$ cat src/rtl/d_pipe_pkg.sv
// rtl/d_pipe_pkg.sv - shared constants, stage record type and width helper for d_pipe
package d_pipe_pkg;

  localparam int D_PIPE_DEFAULT_WIDTH = 4;
  localparam int D_PIPE_DEFAULT_DEPTH = 3;

  // One stage's contents at the default width: {valid, data}.
  typedef struct packed {
    logic                            valid;
    logic [D_PIPE_DEFAULT_WIDTH-1:0] data;
  } d_pipe_rec_t;

  // Ceiling log2, used to size the occupancy count (needs to hold 0..DEPTH).
  function automatic int clog2(input int value);
    int result;
    int span;
    result = 0;
    span   = 1;
    while (span < value) begin
      span   = span << 1;
      result = result + 1;
    end
    return result;
  endfunction

endpackage

$ cat src/rtl/d_pipe_stage.sv
// rtl/d_pipe_stage.sv - one valid/data register of the d_pipe delay line
// Ports:
//   clk       rising-edge clock
//   reset     synchronous active-high reset (clears valid and data)
//   flush     synchronous clear of valid; data holds
//   up_valid  upstream word present
//   up_data   upstream word
//   dn_ready  downstream stage (or consumer) can take this stage's word
//   ready_out this stage loads from upstream this cycle
//   valid     stage holds a word
//   data      stage word (holds its last value when valid=0)
module d_pipe_stage
  import d_pipe_pkg::*;
#(
  parameter int WIDTH = D_PIPE_DEFAULT_WIDTH
) (
  input  logic             clk,
  input  logic             reset,
  input  logic             flush,
  input  logic             up_valid,
  input  logic [WIDTH-1:0] up_data,
  input  logic             dn_ready,
  output logic             ready_out,
  output logic             valid,
  output logic [WIDTH-1:0] data
);

  logic             valid_d, valid_q;
  logic [WIDTH-1:0] data_d, data_q;

  // An empty stage always loads, which is what collapses bubbles under a stall.
  assign ready_out = !valid_q || dn_ready;

  always_comb begin
    valid_d = valid_q;
    data_d  = data_q;
    if (flush) begin
      valid_d = 1'b0;
    end else if (ready_out) begin
      valid_d = up_valid;
      // Bubbles pass through without disturbing the data register.
      if (up_valid) begin
        data_d = up_data;
      end
    end
  end

  always_ff @(posedge clk) begin
    if (reset) begin
      valid_q <= 1'b0;
      data_q  <= '0;
    end else begin
      valid_q <= valid_d;
      data_q  <= data_d;
    end
  end

  assign valid = valid_q;
  assign data  = data_q;

endmodule

$ cat src/rtl/d_pipe.sv
// rtl/d_pipe.sv - DEPTH-stage valid/ready register pipeline with bubble collapse and flush
// Optional feature macro: D_PIPE_COUNT_EN (adds the occupancy output).
// Ports:
//   clk        rising-edge clock
//   reset      synchronous active-high reset; discards all words
//   flush      synchronous clear of all stage valid bits; blocks input that cycle
//   in_valid   upstream word present
//   in_ready   pipe accepts a word this cycle
//   in_data    upstream word
//   out_valid  word present at the last stage
//   out_ready  downstream accepts
//   out_data   last-stage word
//   occupancy  number of resident words, 0..DEPTH (D_PIPE_COUNT_EN only)
module d_pipe
  import d_pipe_pkg::*;
#(
  parameter int WIDTH = D_PIPE_DEFAULT_WIDTH,
  parameter int DEPTH = D_PIPE_DEFAULT_DEPTH
) (
  input  logic                        clk,
  input  logic                        reset,
  input  logic                        flush,
  input  logic                        in_valid,
  output logic                        in_ready,
  input  logic [WIDTH-1:0]            in_data,
  output logic                        out_valid,
  input  logic                        out_ready,
  output logic [WIDTH-1:0]            out_data
`ifdef D_PIPE_COUNT_EN
  ,
  output logic [clog2(DEPTH+1)-1:0]   occupancy
`endif
);

  // ready[i] is the load enable of stage i; ready[DEPTH] is the consumer.
  logic [DEPTH:0]   ready;
  logic [DEPTH-1:0] valid;
  logic [WIDTH-1:0] data [DEPTH];

  assign ready[DEPTH] = out_ready;

  for (genvar i = 0; i < DEPTH; i++) begin : g_stage
    if (i == 0) begin : g_head
      d_pipe_stage #(.WIDTH(WIDTH)) u_stage (
        .clk       (clk),
        .reset     (reset),
        .flush     (flush),
        .up_valid  (in_valid),
        .up_data   (in_data),
        .dn_ready  (ready[i+1]),
        .ready_out (ready[i]),
        .valid     (valid[i]),
        .data      (data[i])
      );
    end else begin : g_body
      d_pipe_stage #(.WIDTH(WIDTH)) u_stage (
        .clk       (clk),
        .reset     (reset),
        .flush     (flush),
        .up_valid  (valid[i-1]),
        .up_data   (data[i-1]),
        .dn_ready  (ready[i+1]),
        .ready_out (ready[i]),
        .valid     (valid[i]),
        .data      (data[i])
      );
    end
  end

  // A flush cycle drops everything, so a word taken then would be lost.
  assign in_ready  = ready[0] && !flush;
  assign out_valid = valid[DEPTH-1];
  assign out_data  = data[DEPTH-1];

`ifdef D_PIPE_COUNT_EN
  localparam int OCC_W = clog2(DEPTH + 1);

  always_comb begin
    occupancy = '0;
    for (int i = 0; i < DEPTH; i++) begin
      occupancy = occupancy + OCC_W'(valid[i]);
    end
  end
`endif

endmodule

$ cat config.mk
export PLATFORM = sky130hd
export DESIGN_NAME = d_pipe
export DESIGN_NICKNAME = d
export VERILOG_FILES = /design/src/rtl/d_pipe_pkg.sv /design/src/rtl/d_pipe_stage.sv /design/src/rtl/d_pipe.sv
export SDC_FILE = /design/constraint.sdc
export NUM_CORES = 1
export LEC_CHECK = 0
export BUFFER_PORTS_ARGS = -buffer_cell sky130_fd_sc_hd__buf_2
export CAP_MARGIN = 5
export CORE_MARGIN = 5
export CORE_UTILIZATION = 37
export CTS_BUF_LIST = sky130_fd_sc_hd__clkbuf_16
export DETAILED_ROUTE_END_ITERATION = 10
export HOLD_SLACK_MARGIN = 0.06
export SYNTH_ARGS = -nofsm -noshare
export SYNTH_HDL_FRONTEND = slang
export SYNTH_SLANG_ARGS = --single-unit
$ cat constraint.sdc
create_clock -name clk -period 1.8 [get_ports clk]
set_clock_uncertainty 0.15 [all_clocks]
set_input_delay 0.09 -clock clk [delete_from_list [all_inputs] [get_ports clk]]
set_output_delay 0.09 -clock clk [all_outputs]
set_load 0.01 [all_outputs]
# Word level (Yosys, flattened, before mapping)
# Index checks and enable logic that the tools add are counted.
[classes]
bitwise_logic = 1
reduce_logical = 12
[ops]
columns = ["cell", "count"]
rows = [
  ["AND reduction 3 bit", 3],
  ["zero test 1 bit", 4],
  ["logical OR 1 bit", 3],
  ["OR reduction 2 bit", 1],
  ["logical AND 1 bit", 1],
  ["NOT 1 bit", 1],
]
[totals]
ff_bits = 15
output_inout_bits = 6
elab_cells = 19

# Depth between registers and ports, before layout
# Gate-level depths: netlist (run 1).
[logic_depth]
ltp_word = 5
mapped_depth = 4
ltp_nobuf = 3

# Modules after synthesis
# A second synthesis (run 1) with hierarchy kept.
[unflattened]
cells_unflattened = 67
area_unflattened_um2 = 719.4
[modules_own_cells]
columns = ["module", "n_inst", "cells_per_inst", "area_each_um2", "seq_area_each_um2"]
rows = [
  ["d_pipe_stage", 3, 22, 235.2, 100.1],
  ["d_pipe", 1, 1, 13.8, 0.0],
]

# Worst setup path before layout (run 1)
# OpenSTA, ideal clock, no wires.
[synth_timing]
path_kind = "register to register"
from = "reg g_stage[2].g_body.u_stage.valid_q"
to = "reg g_stage[1].g_body.u_stage.data_q[1]"
setup_ns = 0.119
t_arrival_ns = 1.031
required_time_ns = 1.531
setup_slack_ns = 0.499
stages_incl_launch_ff = 5
path_buffers = 1
cell_sequence = "dfxtp_1 > nor2b_1 > buf_6 > a211o_1 > mux2i_1"
[synth_via]
elab_chain_len = 4
[synth_rtl]
columns = ["element", "line", "source"]
rows = [
  ["start: declaration", "d_pipe_stage.sv:28", "logic valid_d, valid_q;"],
  ["start signal: assignment", "d_pipe_stage.sv:53", "valid_q <= valid_d;"],
  ["zero test 1 bit", "d_pipe_stage.sv:32", "assign ready_out = !valid_q || dn_ready;"],
  ["logical OR 1 bit (2 in a row)", "d_pipe_stage.sv:32", ""],
  ["AND reduction 3 bit (no line)", "n/a", ""],
  ["end signal: assignment", "d_pipe_stage.sv:54", "data_q <= data_d;"],
  ["end: declaration", "d_pipe_stage.sv:29", "logic [WIDTH-1:0] data_d, data_q;"],
]
# No other way between the ends.
# A chain may end at the register's enable or synchronous reset.

# Worst setup path after layout (run 1)
# Same ends and word-level chain as after synthesis.

==> results of run 1 <==
synthesized netlist by cell type (all sizes together):
master and instances:
o21ai 4, a21oi 5, nor3b 1, dfxtp 15
a211oi 1, nor2b 2, buf 6, and4b 1
a211o 1, nand2b 14, nand3 4, o21a 2
nor3 1, clkbuf 2, mux2i 8, nor2 2
inv 1
placed cells by master (no fill, tap or decap):
master         count
dlygate4sd3_1      7
nor2_1             2
nor3_1             1
nand3_1            4
a211o_1            1
clkbuf_16          3
inv_1              1
o21a_1             2
dfxtp_1           15
buf_2             14
mux2i_1            8
nand2b_1          14
a211oi_2           1
o21ai_0            4
nor3b_4            1
clkinv_2           1
and4b_4            1
a21oi_1            5
nor2b_1            2
flip-flops by register name, indices dropped and copies added (netlist names):
register	count
g_stage.g_body.u_stage.data	8
g_stage.g_head.u_stage.data	4
g_stage.g_body.u_stage.valid	2
g_stage.g_head.u_stage.valid	1
worst paths after layout:
check	from	to	slack, ps
worst max-delay path	g_stage[2].g_body.u_stage.valid	g_stage[1].g_body.u_stage.data[1]	330
worst min-delay path	out_ready	g_stage[2].g_body.u_stage.valid	140
worst min register to register	g_stage[1].g_body.u_stage.data[2]	g_stage[2].g_body.u_stage.data[2]	320
worst max register to register	g_stage[2].g_body.u_stage.valid	g_stage[1].g_body.u_stage.data[1]	330
per-stage QoR:
stage | setup slack, ps | hold WS [ps] | utilization | area [µm²]
3_5_place_dp | 349 | 180 | 0.419 | 732
5_1_grt | 228 | 153 | 0.505 | 882
6_report | 332 | 141 | 0.505 | 882
3_3_place_gp | 403 | 167 | 0.419 | 732
4_1_cts | 337 | 135 | 0.505 | 882
2_1_floorplan | 499 | 63.8 | - | 684
tightest hold or removal path, stage by stage:
cell and delay [ps]:
buf_2 90, nor2b_1 110, o21a_1 190
where the power goes:
part           total (mW)  switching, mW  leakage (nW)  internal, mW
clock network       0.428          0.132        0.0409         0.296
logic              0.0548         0.0223         0.189        0.0325
registers           0.342        0.00285         0.122         0.340
routing by layer:
metal	up-vias	routed length, µm	GRT usage
met4	0	42	0.0766
met3	5	58	0.0423
met1	216	581	0.104
met5	-	0	0
met2	12	557	0.159
li1	269	-	-
layout make-up:
| cell class | count | area [µm²] | area share |
|---|---|---|---|
| Clock buffer | 3 | 75.1 | 0.0851 |
| Clock inverter | 1 | 5.00 | 0.00567 |
| Inverter | 1 | 3.75 | 0.00426 |
| Multi-Input combinational cell | 46 | 327 | 0.370 |
| Sequential cell | 15 | 300 | 0.340 |
| Tap cell | 25 | 31.3 | 0.0355 |
| Timing Repair Buffer | 21 | 140 | 0.159 |
cells by family after synthesis:
kind of cell / after synthesis / share of synthesized area
flops: 15 / 0.439
mux: 8 / 0.117
compound gates: 13 / 0.119
buf+inv: 9 / 0.0841
simple gates: 25 / 0.241
==> summary.md, run 1 <==
| Metric | Value |
|---|---|
| Fin. max-slew vios | 0 |
| Hold/Removal Path Class | in2reg |
| Initial Util | 0.392 |
| Max Clk Rate | 0.681 GHz |
| Yosys top cell area share | 0.439 |
| Worst-Skew Late Latency | 240 ps |
| Final min period | 1470 ps |
| Slowest stage delay, CP | 450 ps |
| RD Place Congestion | 0.763 |
| Via density | 4.48 |
| TritonRoute pass-1 iters | 3 |
| Root buf cell | clkbuf_16 |
| WL/cell | 11.1 µm |
| Core area | 1750 µm² |
| Max Cap Violations | 0 |
| Synthesized area | 684 µm² |
| Synth unique cells | 19 |
| Cts hold-fix bufs | 7 |
| Row cnt | 15 |
| DRC | 0 |
| Outcome | completed |
| Net Count, Synth | 79 |
| Avg Cell Area, Syn | 9.78 µm² |
| Clk pin slew, worst setup/hold paths | 50 ps |
| Die width | 53.0 µm |
| Seq/Total Area, Yosys | 0.439 |
| Die Footprint | 2810 µm² |
| Dpl hpwl | 884 µm |
| Nets | 97 |
| Final Power | 0.826 mW |
| P_leak | 0.352 nW |
| Total routed wirelength | 1.24 mm |
| Ant. Diodes | 0 |
| Setup Viol. Count Final | 0 |
| Largest cells by area after synthesis | dfxtp_1 (44%), nand2b_1 (13%), mux2i_1 (12%) |
| Yosys warns | 0 |
| Via Count | 502 |
| Maximum fanout along the worst path | 8 |
| Fraction of layout cells with a size suffix above 1 | 0.241 |
| Fin cells | 112 |
| Hold Vio Cnt, Final | 0 |
| Total GRT Usage | 0.100 |
| Post_cts resized | 0 |
| Crit path arrival time | 1490 ps |
| Power density cells | 936 nW/µm² |
| CP Capture Type | flip-flop |
| Top Family by Delay on Critical Path | simple AND/OR/NAND/NOR gates |
| Unrepaired setup endpoints after global routing | false |
| Area growth, synth to finish | 28.9% |
| H-tree levels | 1 |
| Die Ht | 53.0 µm |
| Synth Register Bits | 15 |
| Post-CTS setup buffers | 0 |
| Post-Syn Instances | 70 |
| Ports | 15 |
| Longest Clk Path Bufs | 2 |
| Crit path cell chain | nor2b_1 > a211o_1 > mux2i_1 |
| VDD IR max | 0.000450 V |
| Antenna-violating nets left | 0 |
| CP Depth | 3 |
| Worst setup path class | reg2reg |
| Bufs and invs on worst path | 0 |
| Total negative slack | 0 ps |
| Clock sinks | 15 |
| Crit path max-delay cell type | nor2b_1 |
| DP Cell Count | 101 |
| Grt total ovfl | 0 |
| Final period utilization | 0.816 |
| Vias in the first global route | 469 |
| Req. time, crit path | 1820 ps |
| DRT iter0 DRCs | 2 |
| Port bufs | 14 |
| Initial antenna violation count | 0 |
| Layout filler cell count | 169 |
| TritonCTS clock tree | done |
| Slew @ Worst Pin | 502 ps |
| Slew HR | 0.665 |
| Hold Path Cell Cnt | 3 |
| Post-synth top area cell | dfxtp_1 |
| Inserted Clock Buffers | 3 |
| Reg2Reg Depth | 3 |
| Largest net degree at the start of global routing | 19 |
| Type of origin of the critical path | flip-flop |
| First-pass GRT wire length | 1.93 mm |
(Power assumes the default switching activity.)
==> run 2, diff against run 1 <==
==> constraint.sdc (replaced) <==
create_clock -name clk -period 1.5 [get_ports clk]
set_clock_uncertainty 0.15 [all_clocks]
set_input_delay 0.075 -clock clk [delete_from_list [all_inputs] [get_ports clk]]
set_output_delay 0.075 -clock clk [all_outputs]
set_load 0.01 [all_outputs]
==> run 2 against run 1 <==
Critical path depth unchanged. Die area unchanged. Combinational power increased by 21%. Clock power increased by 17%. Largest power group unchanged.
==> summary.md, run 2 (synthesis gave the netlist of run 1 again) <==
| Metric | Value |
|---|---|
| Grt total ovfl | 0 |
| Fraction of layout cells with a size suffix above 1 | 0.241 |
| Max Clk Rate | 0.713 GHz |
| Row cnt | 15 |
| Comb pwr share | 0.068 |
| Clock sinks | 15 |
| Reg2Reg Depth | 3 |
| Clock network fraction of total power | 0.511 |
| Ant. Diodes | 0 |
| Crit path arrival time | 1180 ps |
| Port bufs | 14 |
| Psw | 0.178 mW |
| Dpl hpwl | 828 µm |
| Nets | 97 |
| Worst setup path class | reg2out |
| Met2 usage | 0.149 |
| Core area | 1750 µm² |
| Type of origin of the critical path | flip-flop |
| Total GRT Usage | 0.0964 |
| TritonRoute pass-1 iters | 4 |
| Switching share of power | 0.182 |
| Reg2Reg Setup Slack | 120 ps |
| Max reg flops | 8 |
| Total routed wirelength | 1.18 mm |
| Inserted Clock Buffers | 3 |
| Root buf cell | clkbuf_16 |
| RD Place Congestion | 0.763 |
| Outcome | completed |
| Fin. max-slew vios | 0 |
| Reg2reg end | g_stage[0].g_head.u_stage.data[2] |
| Ports | 15 |
| Slew HR | 0.774 |
| CP Capture Type | primary output |
| Antenna-violating nets left | 0 |
| Total internal power | 0.798 mW |
| Reg2reg start | g_stage[1].g_body.u_stage.valid |
| Largest net degree at the start of global routing | 19 |
| Fin cells | 112 |
| Power density cells | 1110 nW/µm² |
| Sequential Power Share | 0.421 |
| H-tree levels | 1 |
| DRT iter0 DRCs | 4 |
| Final period utilization | 0.935 |
| Routing usage on met3 | 0.0451 |
| First-pass GRT wire length | 2.01 mm |
| DP Cell Count | 101 |
| Worst-Skew Late Latency | 240 ps |
| Initial Util | 0.392 |
| Total negative slack | 0 ps |
| Final min period | 1400 ps |
| DRC | 0 |
| Via Count | 503 |
| Max Cap Violations | 0 |
| Clk pin slew, worst setup/hold paths | 50 ps |
| Area growth, synth to finish | 29.1% |
| Hold Path Cell Cnt | 3 |
| Most frequent cells in the layout | dfxtp_1 (15), nand2b_1 (14), buf_2 (14), mux2i_1 (8), dlygate4sd3_1 (7) |
| Post-Place Cell Area | 732 µm² |
| Unrepaired setup endpoints after global routing | false |
| Via density | 4.49 |
| Most common cell after layout, fill and taps aside | dfxtp_1 |
| Die Footprint | 2810 µm² |
| Hold/Removal Path Class | in2reg |
| Req. time, crit path | 1270 ps |
| Die Ht | 53.0 µm |
| Longest Clk Path Bufs | 2 |
| Hold_ws | 73.1 ps |
| Slew @ Worst Pin | 339 ps |
| TritonCTS clock tree | done |
| P_leak | 0.353 nW |
| Vias in the first global route | 470 |
| Die width | 53.0 µm |
| Hold_sp | out_ready |
| VDD IR max | 0.000738 V |
| Fin area | 883 µm² |
| End of the worst hold path | g_stage[2].g_body.u_stage.valid |
| Met1 Use GR | 0.119 |
| Initial antenna violation count | 0 |
| Maximum fanout along the worst path | 7 |
| Setup Viol. Count Final | 0 |
| Busiest grt layer | met2 |
| Hold Vio Cnt, Final | 0 |
| WL/cell | 10.5 µm |
-- run 2: what timing repair did --
item / 4_1_cts / 5_1_grt
gates resized for setup: 0 / 1
endpoints found under the hold margin: 10 / 0
hold buffers: 7 / 0
buffers inserted: 0 / 0
setup endpoints to repair: 0 / 2
-- run 2: worst max-delay path by stage --
| stage | from | to | depth (start not counted) |
|---|---|---|---|
| 3_5_place_dp | g_stage[2].g_body.u_stage.valid | g_stage[1].g_body.u_stage.data[2] | 3 |
| 5_1_grt | g_stage[1].g_body.u_stage.valid | g_stage[0].g_head.u_stage.data[2] | 3 |
| 4_1_cts | g_stage[2].g_body.u_stage.valid | g_stage[1].g_body.u_stage.data[2] | 3 |
| 3_3_place_gp | g_stage[2].g_body.u_stage.valid | g_stage[1].g_body.u_stage.data[1] | 3 |
| 6_report | g_stage[1].g_body.u_stage.valid | in_ready | 3 |
| 2_1_floorplan | g_stage[2].g_body.u_stage.valid | g_stage[1].g_body.u_stage.data[1] | 4 |
-- run 2: final cells by class --
cell class | instances | area, µm²
Inverter | 1 | 3.75
Multi-Input combinational cell | 46 | 329
Clock inverter | 1 | 3.75
Sequential cell | 15 | 300
Fill cell | 163 | 862
Clock buffer | 3 | 75.1
Timing Repair Buffer | 21 | 140
Tap cell | 25 | 31.3
-- run 2: metrics by stage --
step,power (mW),worst slack [ps],util
floorplan,0.455,199,-
global placement,0.470,104,0.419
finish,0.976,96.9,0.506
CTS,0.994,48.7,0.505
detailed placement,0.471,60.5,0.419
global route,1.02,32.2,0.506
-- run 2: power groups by stage --
stage	Clock (mW)	Combinational, mW	Sequential (mW)
final	0.499	0.0663	0.411
after global routing	0.535	0.0738	0.411
after CTS	0.516	0.0668	0.411
after detailed placement	0	0.0527	0.419
after global placement	0	0.0518	0.419
after floorplan	0	0.0373	0.418
-- run 2: worst max-delay path, cell delays in order (launching register included) --
cell,delay [ps]
dfxtp_1,450
and4b_4,310
nor2_1,40
buf_2,140
-- run 2: per-layer routing --
| layer | wire (µm) | part of all wire | up-vias |
|---|---|---|---|
| met5 | 0 | 0 | - |
| met4 | 0 | 0 | 0 |
| met3 | 91 | 0.077 | 0 |
| met2 | 519 | 0.44 | 11 |
| met1 | 566 | 0.48 | 226 |
| li1 | - | - | 266 |
